**src/rtl/ray_tracer.sv**
```systemverilog
// Bresenham ray walker: turns one laser ray into a stream of grid cell updates,
// free cells along the beam followed by a single occupied update at the hit cell.
module ray_tracer #(
    parameter int X_WIDTH = 8,
    parameter int Y_WIDTH = 7
) (
    input  logic               clock,
    input  logic               reset,
    input  logic               ray_valid,
    output logic               ray_ready,
    input  logic [X_WIDTH-1:0] x0,
    input  logic [Y_WIDTH-1:0] y0,
    input  logic [X_WIDTH-1:0] x1,
    input  logic [Y_WIDTH-1:0] y1,
    output logic               update_valid,
    input  logic               update_ready,
    output logic [X_WIDTH-1:0] cell_x,
    output logic [Y_WIDTH-1:0] cell_y,
    output logic               cell_is_free,
    output logic               update_last,
    output logic               busy
);
    localparam int D_W   = X_WIDTH + 1;
    localparam int ERR_W = D_W + 2;
    localparam int E2_W  = ERR_W + 1;

    typedef enum logic [1:0] {IDLE, SETUP, TRACE, HIT} state_t;

    state_t                    state_q, state_d;
    logic [X_WIDTH-1:0]        x0_q, x0_d, x1_q, x1_d, cur_x_q, cur_x_d, cell_x_q, cell_x_d;
    logic [Y_WIDTH-1:0]        y0_q, y0_d, y1_q, y1_d, cur_y_q, cur_y_d, cell_y_q, cell_y_d;
    logic signed [D_W-1:0]     dx_q, dx_d, dy_q, dy_d;
    logic signed [ERR_W-1:0]   err_q, err_d;
    logic                      sx_q, sx_d, sy_q, sy_d;
    logic                      ray_ready_q, ray_ready_d, update_valid_q, update_valid_d;
    logic                      cell_is_free_q, cell_is_free_d, update_last_q, update_last_d;
    logic                      busy_q, busy_d;

    logic [X_WIDTH-1:0]        dx_abs, nx;
    logic [Y_WIDTH-1:0]        dy_abs, ny;
    logic signed [D_W-1:0]     dx_s, dy_s;
    logic signed [ERR_W-1:0]   dx_err, dy_err, err_n;
    logic signed [E2_W-1:0]    e2, dx_e2, dy_e2;
    logic                      step_x, step_y;

    always_comb begin
        dx_abs = (x1_q >= x0_q) ? x1_q - x0_q : x0_q - x1_q;
        dy_abs = (y1_q >= y0_q) ? y1_q - y0_q : y0_q - y1_q;
        dx_s   = signed'({1'b0, dx_abs});
        dy_s   = -signed'({{(D_W-Y_WIDTH){1'b0}}, dy_abs});
        dx_err = {{(ERR_W-D_W){dx_q[D_W-1]}}, dx_q};
        dy_err = {{(ERR_W-D_W){dy_q[D_W-1]}}, dy_q};
        dx_e2  = {{(E2_W-D_W){dx_q[D_W-1]}}, dx_q};
        dy_e2  = {{(E2_W-D_W){dy_q[D_W-1]}}, dy_q};
        e2     = {err_q, 1'b0};
        // Both decisions use the pre-update error, so a diagonal step may take both.
        step_x = (e2 >= dy_e2);
        step_y = (e2 <= dx_e2);
        err_n  = err_q + (step_x ? dy_err : '0) + (step_y ? dx_err : '0);
        nx     = step_x ? (sx_q ? cur_x_q + X_WIDTH'(1) : cur_x_q - X_WIDTH'(1)) : cur_x_q;
        ny     = step_y ? (sy_q ? cur_y_q + Y_WIDTH'(1) : cur_y_q - Y_WIDTH'(1)) : cur_y_q;
    end

    always_comb begin
        state_d        = state_q;
        x0_d           = x0_q;
        y0_d           = y0_q;
        x1_d           = x1_q;
        y1_d           = y1_q;
        dx_d           = dx_q;
        dy_d           = dy_q;
        sx_d           = sx_q;
        sy_d           = sy_q;
        err_d          = err_q;
        cur_x_d        = cur_x_q;
        cur_y_d        = cur_y_q;
        ray_ready_d    = ray_ready_q;
        update_valid_d = update_valid_q;
        cell_x_d       = cell_x_q;
        cell_y_d       = cell_y_q;
        cell_is_free_d = cell_is_free_q;
        update_last_d  = update_last_q;
        busy_d         = busy_q;
        case (state_q)
            IDLE: begin
                ray_ready_d    = 1'b1;
                update_valid_d = 1'b0;
                busy_d         = 1'b0;
                if (ray_valid && ray_ready_q) begin
                    x0_d        = x0;
                    y0_d        = y0;
                    x1_d        = x1;
                    y1_d        = y1;
                    ray_ready_d = 1'b0;
                    busy_d      = 1'b1;
                    state_d     = SETUP;
                end
            end
            SETUP: begin
                dx_d    = dx_s;
                dy_d    = dy_s;
                sx_d    = (x0_q < x1_q);
                sy_d    = (y0_q < y1_q);
                err_d   = {{(ERR_W-D_W){dx_s[D_W-1]}}, dx_s} + {{(ERR_W-D_W){dy_s[D_W-1]}}, dy_s};
                cur_x_d = x0_q;
                cur_y_d = y0_q;
                state_d = (x0_q == x1_q && y0_q == y1_q) ? HIT : TRACE;
            end
            TRACE: begin
                // First cycle in TRACE only presents the start cell; stepping follows transfers.
                if (!update_valid_q) begin
                    update_valid_d = 1'b1;
                    cell_x_d       = cur_x_q;
                    cell_y_d       = cur_y_q;
                    cell_is_free_d = 1'b1;
                    update_last_d  = 1'b0;
                end else if (update_ready) begin
                    err_d   = err_n;
                    cur_x_d = nx;
                    cur_y_d = ny;
                    if (nx == x1_q && ny == y1_q) begin
                        state_d        = HIT;
                        cell_x_d       = x1_q;
                        cell_y_d       = y1_q;
                        cell_is_free_d = 1'b0;
                        update_last_d  = 1'b1;
                    end else begin
                        cell_x_d = nx;
                        cell_y_d = ny;
                    end
                end
            end
            HIT: begin
                if (!update_valid_q) begin
                    update_valid_d = 1'b1;
                    cell_x_d       = x1_q;
                    cell_y_d       = y1_q;
                    cell_is_free_d = 1'b0;
                    update_last_d  = 1'b1;
                end else if (update_ready) begin
                    update_valid_d = 1'b0;
                    update_last_d  = 1'b0;
                    busy_d         = 1'b0;
                    ray_ready_d    = 1'b1;
                    state_d        = IDLE;
                end
            end
            default: state_d = IDLE;
        endcase
    end

    always_ff @(posedge clock) begin
        if (reset) begin
            state_q        <= IDLE;
            x0_q           <= '0;
            y0_q           <= '0;
            x1_q           <= '0;
            y1_q           <= '0;
            dx_q           <= '0;
            dy_q           <= '0;
            sx_q           <= 1'b0;
            sy_q           <= 1'b0;
            err_q          <= '0;
            cur_x_q        <= '0;
            cur_y_q        <= '0;
            ray_ready_q    <= 1'b0;
            update_valid_q <= 1'b0;
            cell_x_q       <= '0;
            cell_y_q       <= '0;
            cell_is_free_q <= 1'b0;
            update_last_q  <= 1'b0;
            busy_q         <= 1'b0;
        end else begin
            state_q        <= state_d;
            x0_q           <= x0_d;
            y0_q           <= y0_d;
            x1_q           <= x1_d;
            y1_q           <= y1_d;
            dx_q           <= dx_d;
            dy_q           <= dy_d;
            sx_q           <= sx_d;
            sy_q           <= sy_d;
            err_q          <= err_d;
            cur_x_q        <= cur_x_d;
            cur_y_q        <= cur_y_d;
            ray_ready_q    <= ray_ready_d;
            update_valid_q <= update_valid_d;
            cell_x_q       <= cell_x_d;
            cell_y_q       <= cell_y_d;
            cell_is_free_q <= cell_is_free_d;
            update_last_q  <= update_last_d;
            busy_q         <= busy_d;
        end
    end

    assign ray_ready    = ray_ready_q;
    assign update_valid = update_valid_q;
    assign cell_x       = cell_x_q;
    assign cell_y       = cell_y_q;
    assign cell_is_free = cell_is_free_q;
    assign update_last  = update_last_q;
    assign busy         = busy_q;
endmodule

```
**config.mk**
```make
export PLATFORM = sky130hd
export DESIGN_NAME = ray_tracer
export DESIGN_NICKNAME = d
export VERILOG_FILES = /design/src/rtl/ray_tracer.sv
export SDC_FILE = /design/constraint.sdc
export NUM_CORES = 1
export LEC_CHECK = 0
export ABC_CLOCK_PERIOD_IN_PS = 4900
export BUFFER_PORTS_ARGS = -buffer_cell sky130_fd_sc_hd__buf_2
export CAP_MARGIN = 0
export CORE_ASPECT_RATIO = 0.9
export CORE_MARGIN = 2
export CORE_UTILIZATION = 40
export DETAILED_ROUTE_END_ITERATION = 8
export HOLD_SLACK_MARGIN = 0.15
export PLACE_DENSITY = 0.54
export SKIP_LAST_GASP = 1
export SLEW_MARGIN = 40
export SYNTH_ARGS = -nofsm -noshare
export SYNTH_HDL_FRONTEND = slang
export SYNTH_SLANG_ARGS = --single-unit
```
**constraint.sdc**
```tcl
create_clock -name clock -period 4.9 [get_ports clock]
set_input_delay 0.49 -clock clock [delete_from_list [all_inputs] [get_ports clock]]
set_output_delay 0.49 -clock clock [all_outputs]
set_load 0.02 [all_outputs]
```
# Word-level counts from Yosys, hierarchy flattened
# Cells that the tools add are included.
# word_totals
in_bits	34
ff_bits	97
out_inout_bits	20
elab_cells	125
# op_classes
n_lt_le_gt_ge	6
eq_ne	17
n_reduce_logical	15
n_mux	56
n_addsub	12
# op_table
op	count
$mux 8	10
$mux 7	9
$mux 11	3
$pmux 8 s2	2
$pmux 7 s2	2
$pmux 11 s2	1
$mux 1	17
$eq 8x8->1	2
$sub 8x8->8	2
$eq 7x7->1	2
$ne 2x2->1 const B	7
$sub 7x7->7	2
$ge 12x9->1	1
$le 12x9->1	1
$mux 2	6
$add 11x11->11	1
$add 11x8->11	1
$add 9x9->10	1
$ne 3x3->1 const B	3
$neg 7->9	1
$reduce_and 3->1	3
$add 8x1->8 const B	1
$ge 8x8->1	1
$lt 8x8->1	1
17 further kinds	26

# Logic depth before layout (Yosys ltp)
# depth
depth_word	9
depth_mapped	22
ltp_nobuf	21

# Worst setup path before layout
# No wires, ideal clock.
# synth_path
kind	register to register
startpoint	register dy_q[8]
endpoint	register err_q[9]
period_less_slack_ps	4358
setup_time_ps	86
required_ps	4814
n_path_buf	2
arrival_ps	4272
path_stages_with_launch	23
slack_ps	542
cell_sequence	dfxtp_1 -> inv_1 -> ha_1 -> buf_4 -> nand4_4 -> a211oi_2 -> o21a_2 -> a21o_1 -> buf_1 -> nor2_1 -> fa_1 -> ha_1 -> fa_1 -> a21oi_1 -> nor2_1 -> nor2_1 -> o21bai_1 -> a21oi_1 -> o21bai_1 -> a21oi_1 -> xnor2_1 -> nand2_1 -> a211oi_1
# synth_between
elab_chain_len	7
# synth_rtl
element	line_no	source
from (decl)	32	logic signed [D_W-1:0] dx_q, dx_d, dy_q, dy_d;
from (signal assigned)	180	dy_q <= dy_d;
$ge 12x9->1	57	step_x = (e2 >= dy_e2);
$mux 11 *	59	err_n = err_q + (step_x ? dy_err : '0) + (step_y ? dx_err : '0);
$add 11x11->11 *	59	
$add 11x8->11 *	59	
$mux 11 *	117	end else if (update_ready) begin
$mux 11 *	111	if (!update_valid_q) begin
$pmux 11 s2 *	84	case (state_q)
to (signal assigned)	183	err_q <= err_d;
to (decl)	33	logic signed [ERR_W-1:0] err_q, err_d;
# Mark *: on every way between the ends. The rest lies on a longest branch, timed or not. The select of a mux whose other input is x is not followed.
# A chain may end at the register's enable or synchronous reset.

# Final worst setup path
# layout_path
startpoint	register x1_q[0]
endpoint	register err_q[8]
# layout_between
elab_chain_len	4
word_cells_on_any_way	6
classes_between	3 x add/sub; 1 x order compare; 2 x mux
# layout_rtl
element	line_no	source
from (decl)	30	logic [X_WIDTH-1:0] x0_q, x0_d, x1_q, x1_d, cur_x_q, cur_x_d, cell_x_q, cell_x_d;
from (signal assigned)	157	x1_q <= '0;
from (signal assigned)	177	x1_q <= x1_d;
$sub 8x8->8 or $ge 8x8->1 (tied branches)	47	dx_abs = (x1_q >= x0_q) ? x1_q - x0_q : x0_q - x1_q;
$mux 8 *	47	
named net dx_abs[2]	39	logic [X_WIDTH-1:0] dx_abs, nx;
$add 9x9->10 *	104	err_d = {{(ERR_W-D_W){dx_s[D_W-1]}}, dx_s} + {{(ERR_W-D_W){dy_s[D_W-1]}}, dy_s};
$pmux 11 s2 *	84	
# Mark *: on every way through the listed nets, which the timed path passes. The rest lies on a longest branch.

==> impl_metrics.toml <==
[grt]
grt_pass1_vias = 7300
antenna_found_initial = 0
grtUsageTotal = 0.2389
grt_pass1_wl_um = 41270
grt_remaining_overflow = 0
grt_start_max_net_pins = 66

[floorplan]
initial_core_util = 0.4054
fp.dieH_um = 141.4
ios = 54
die_x_um = 156.7
die_area_um2 = 22170
num_rows = 50
coreArea_um2 = 20710

[clocking]
clk_latency_ps = 370
holdBufCountCts = 0
cts_root_buf = "clkbuf_16"
clockBufferDepth = 2
cts.clk_slew.worst_paths_ps = 90
cts_buffers = 9
htreeDepth = 3
numClockSinks = 97
cts_tree = "done"

[finish]
multiInputGateArea_um2 = 5967
area_growth_pct = 13.38
fill_cells = 2119
mostFrequentLayoutCells = "nand2_1, nor2_1, a21oi_1, dfxtp_1, inv_1"
fin_util = 0.4597
fin_nets = 1273
layout_commonest_cell = "nand2_1"
drive_gt1_frac = 0.1394
antenna_cells = 0
final_cell_count_no_fill = 1427
seq_area_um2 = 1942

[sta]
period_needed_ps = 4648
hold_viol_final = 0
hold_slack_ps = 340.7
maxSlewHeadroom = 0.4680
fin_ws_ps = 251.6
slew_viol_final = 0
fin_skew_ps = 18.83
tightest_slew_ps = 798.0
final.period_utilization = 0.9486
report.final.setup_viol = 0
fmaxAchievable_mhz = 215.1

[job]
maxCapViolations = 0

[route]
vias = 7854
firstDrtPassIters = 5
post_drt_wl_per_cell_um = 18.42
drt-total-wl_um = 26280
drtIter0Drc = 574
ant_nets = 0
drt-vias-per-instance = 5.504
drcViolationCount = 0

[setup_path]
cp.required_ps = 5110
path_class = "flop to flop"
r2r_slack_ps = 250
rr_endpoint = "err_q[8]$_SDFFE_PP0P_"
end_kind = "flop"
r2r_start = "x1_q[0]$_SDFFE_PP0P_"
startpoint_type = "flop"
reg2reg_depth = 20
cp.arrival_ps = 4860
crit_fanout = 5

[yosys]
ys_ff_latch = 97
syn_area_um2 = 8396
synth_edf_count = 0
syn_inst = 1075
ys.flop_type = "dfxtp_1"
synth.avg_cell_area_um2 = 7.810
yosysTopAreaCell = "dfxtp_1"
async_flop_share = 0
synth_seq_area_share = 0.2313
ys_types = 77
synth_top_area_frac = 0.2313
synth_nets = 1212
ys_warn_count = 0
yosys-top-cells-area = "dfxtp_1, ha_1, nand2_1"

[hold_path]
hp-class = "primary input to flop"
worst_hold_path.endpoint = "x1_q[5]$_SDFFE_PP0P_"
min_from = "x1[5]"
worst_hold_path.num_cells = 3

[placed_design]
portBuffers = 53
pre_cts_ws_ps = 184.3
hpwl_um = 20080
place_inst = 1409
routabilityCongestion = 0.9036

[run_status]
status = "complete, no violations"
-- stage by stage --
step                TNS [ps]  cell area [um2]
floorplan                  0             8396
global placement           0             9156
detailed placement         0             9158
CTS                        0             9463
global route          -28.05             9519
finish                     0             9519
-- flip-flops by register name (all words and copies together) (netlist names), 8 cells and up --
| signal | count |
|---|---|
| cell_x | 8 |
| cur_x_q | 8 |
| dx_q | 8 |
| dy_q | 9 |
| err_q | 11 |
| x0_q | 8 |
| x1_q | 8 |
-- synthesized netlist by cell type (20+ instances only) --
cell and count:
a211oi_1 29, a21oi_1 99, clkbuf_1 38, dfxtp_1 97
ha_1 87, inv_1 91, mux2i_1 34, nand2_1 135
nor2_1 107, nor3_1 21, o211ai_1 20, o21ai_0 31
xnor2_1 35
-- layer usage --
layer,vias to the layer above,GRT usage,wire [um]
li1,3916,-,-
met1,3729,0.3628,13610
met2,183,0.3520,11090
met3,26,0.03910,1216
met4,0,0.05167,364
met5,-,0,0
-- cells by family after synthesis --
family                   share of synthesized area
AND/OR/NAND/NOR                             0.1893
AO/OA/AOI/OAI                               0.2429
XOR/XNOR                                   0.05007
flip-flops                                  0.2313
multiplexers                               0.05395
buffers and inverters                      0.06468
adder cells (fa/ha/maj)                     0.1678
-- cell type report --
type,instances,share of cell area
Timing Repair Buffer,98,0.06362
Sequential cell,97,0.2040
Clock buffer,9,0.02366
Tap cell,286,0.03759
Inverter,91,0.03588
Clock inverter,7,0.008412
Multi-Input combinational cell,839,0.6268
-- critical path: stages (launching register included) --
cell      delay, ps
dfxtp_1         430
inv_1           100
ha_1            250
fa_1            440
nor2b_1         130
o21a_1          110
o21ai_0         100
a21oi_2         200
a21o_2          250
mux2i_2         310
xor2_1          280
ha_1            320
a21o_1          190
a21oi_1         230
o21bai_1        110
a21oi_1         240
o21bai_1         90
a21o_1          190
and3b_1         170
o311ai_1        220
a21oi_1         100
-- how the worst max path moves through the flow --
| stage | cells after the start | to | slack [ps] | start |
|---|---|---|---|---|
| final | 20 | err_q[8]$_SDFFE_PP0P_ | 250 | x1_q[0]$_SDFFE_PP0P_ |
| after floorplan | 22 | err_q[9]$_SDFFE_PP0P_ | 540 | dy_q[8]$_SDFFE_PP0P_ |
| after CTS | 20 | err_q[8]$_SDFFE_PP0P_ | 110 | x1_q[0]$_SDFFE_PP0P_ |
| after detailed placement | 20 | err_q[8]$_SDFFE_PP0P_ | 180 | x1_q[0]$_SDFFE_PP0P_ |
| after global placement | 20 | err_q[8]$_SDFFE_PP0P_ | 190 | x1_q[0]$_SDFFE_PP0P_ |
| after global routing | 20 | err_q[10]$_SDFFE_PP0P_ | -20 | err_q[4]$_SDFFE_PP0P_ |
-- repair_timing --
| action | in CTS | in global routing |
|---|---|---|
| resized for setup | 0 | 8 |
| buffers inserted | 0 | 1 |
| hold endpoints to repair | 0 | 0 |
| setup endpoints to repair | 0 | 4 |
Power is not shown: default switching activity piles up to over one toggle a cycle in this logic, so the estimate is an artifact.
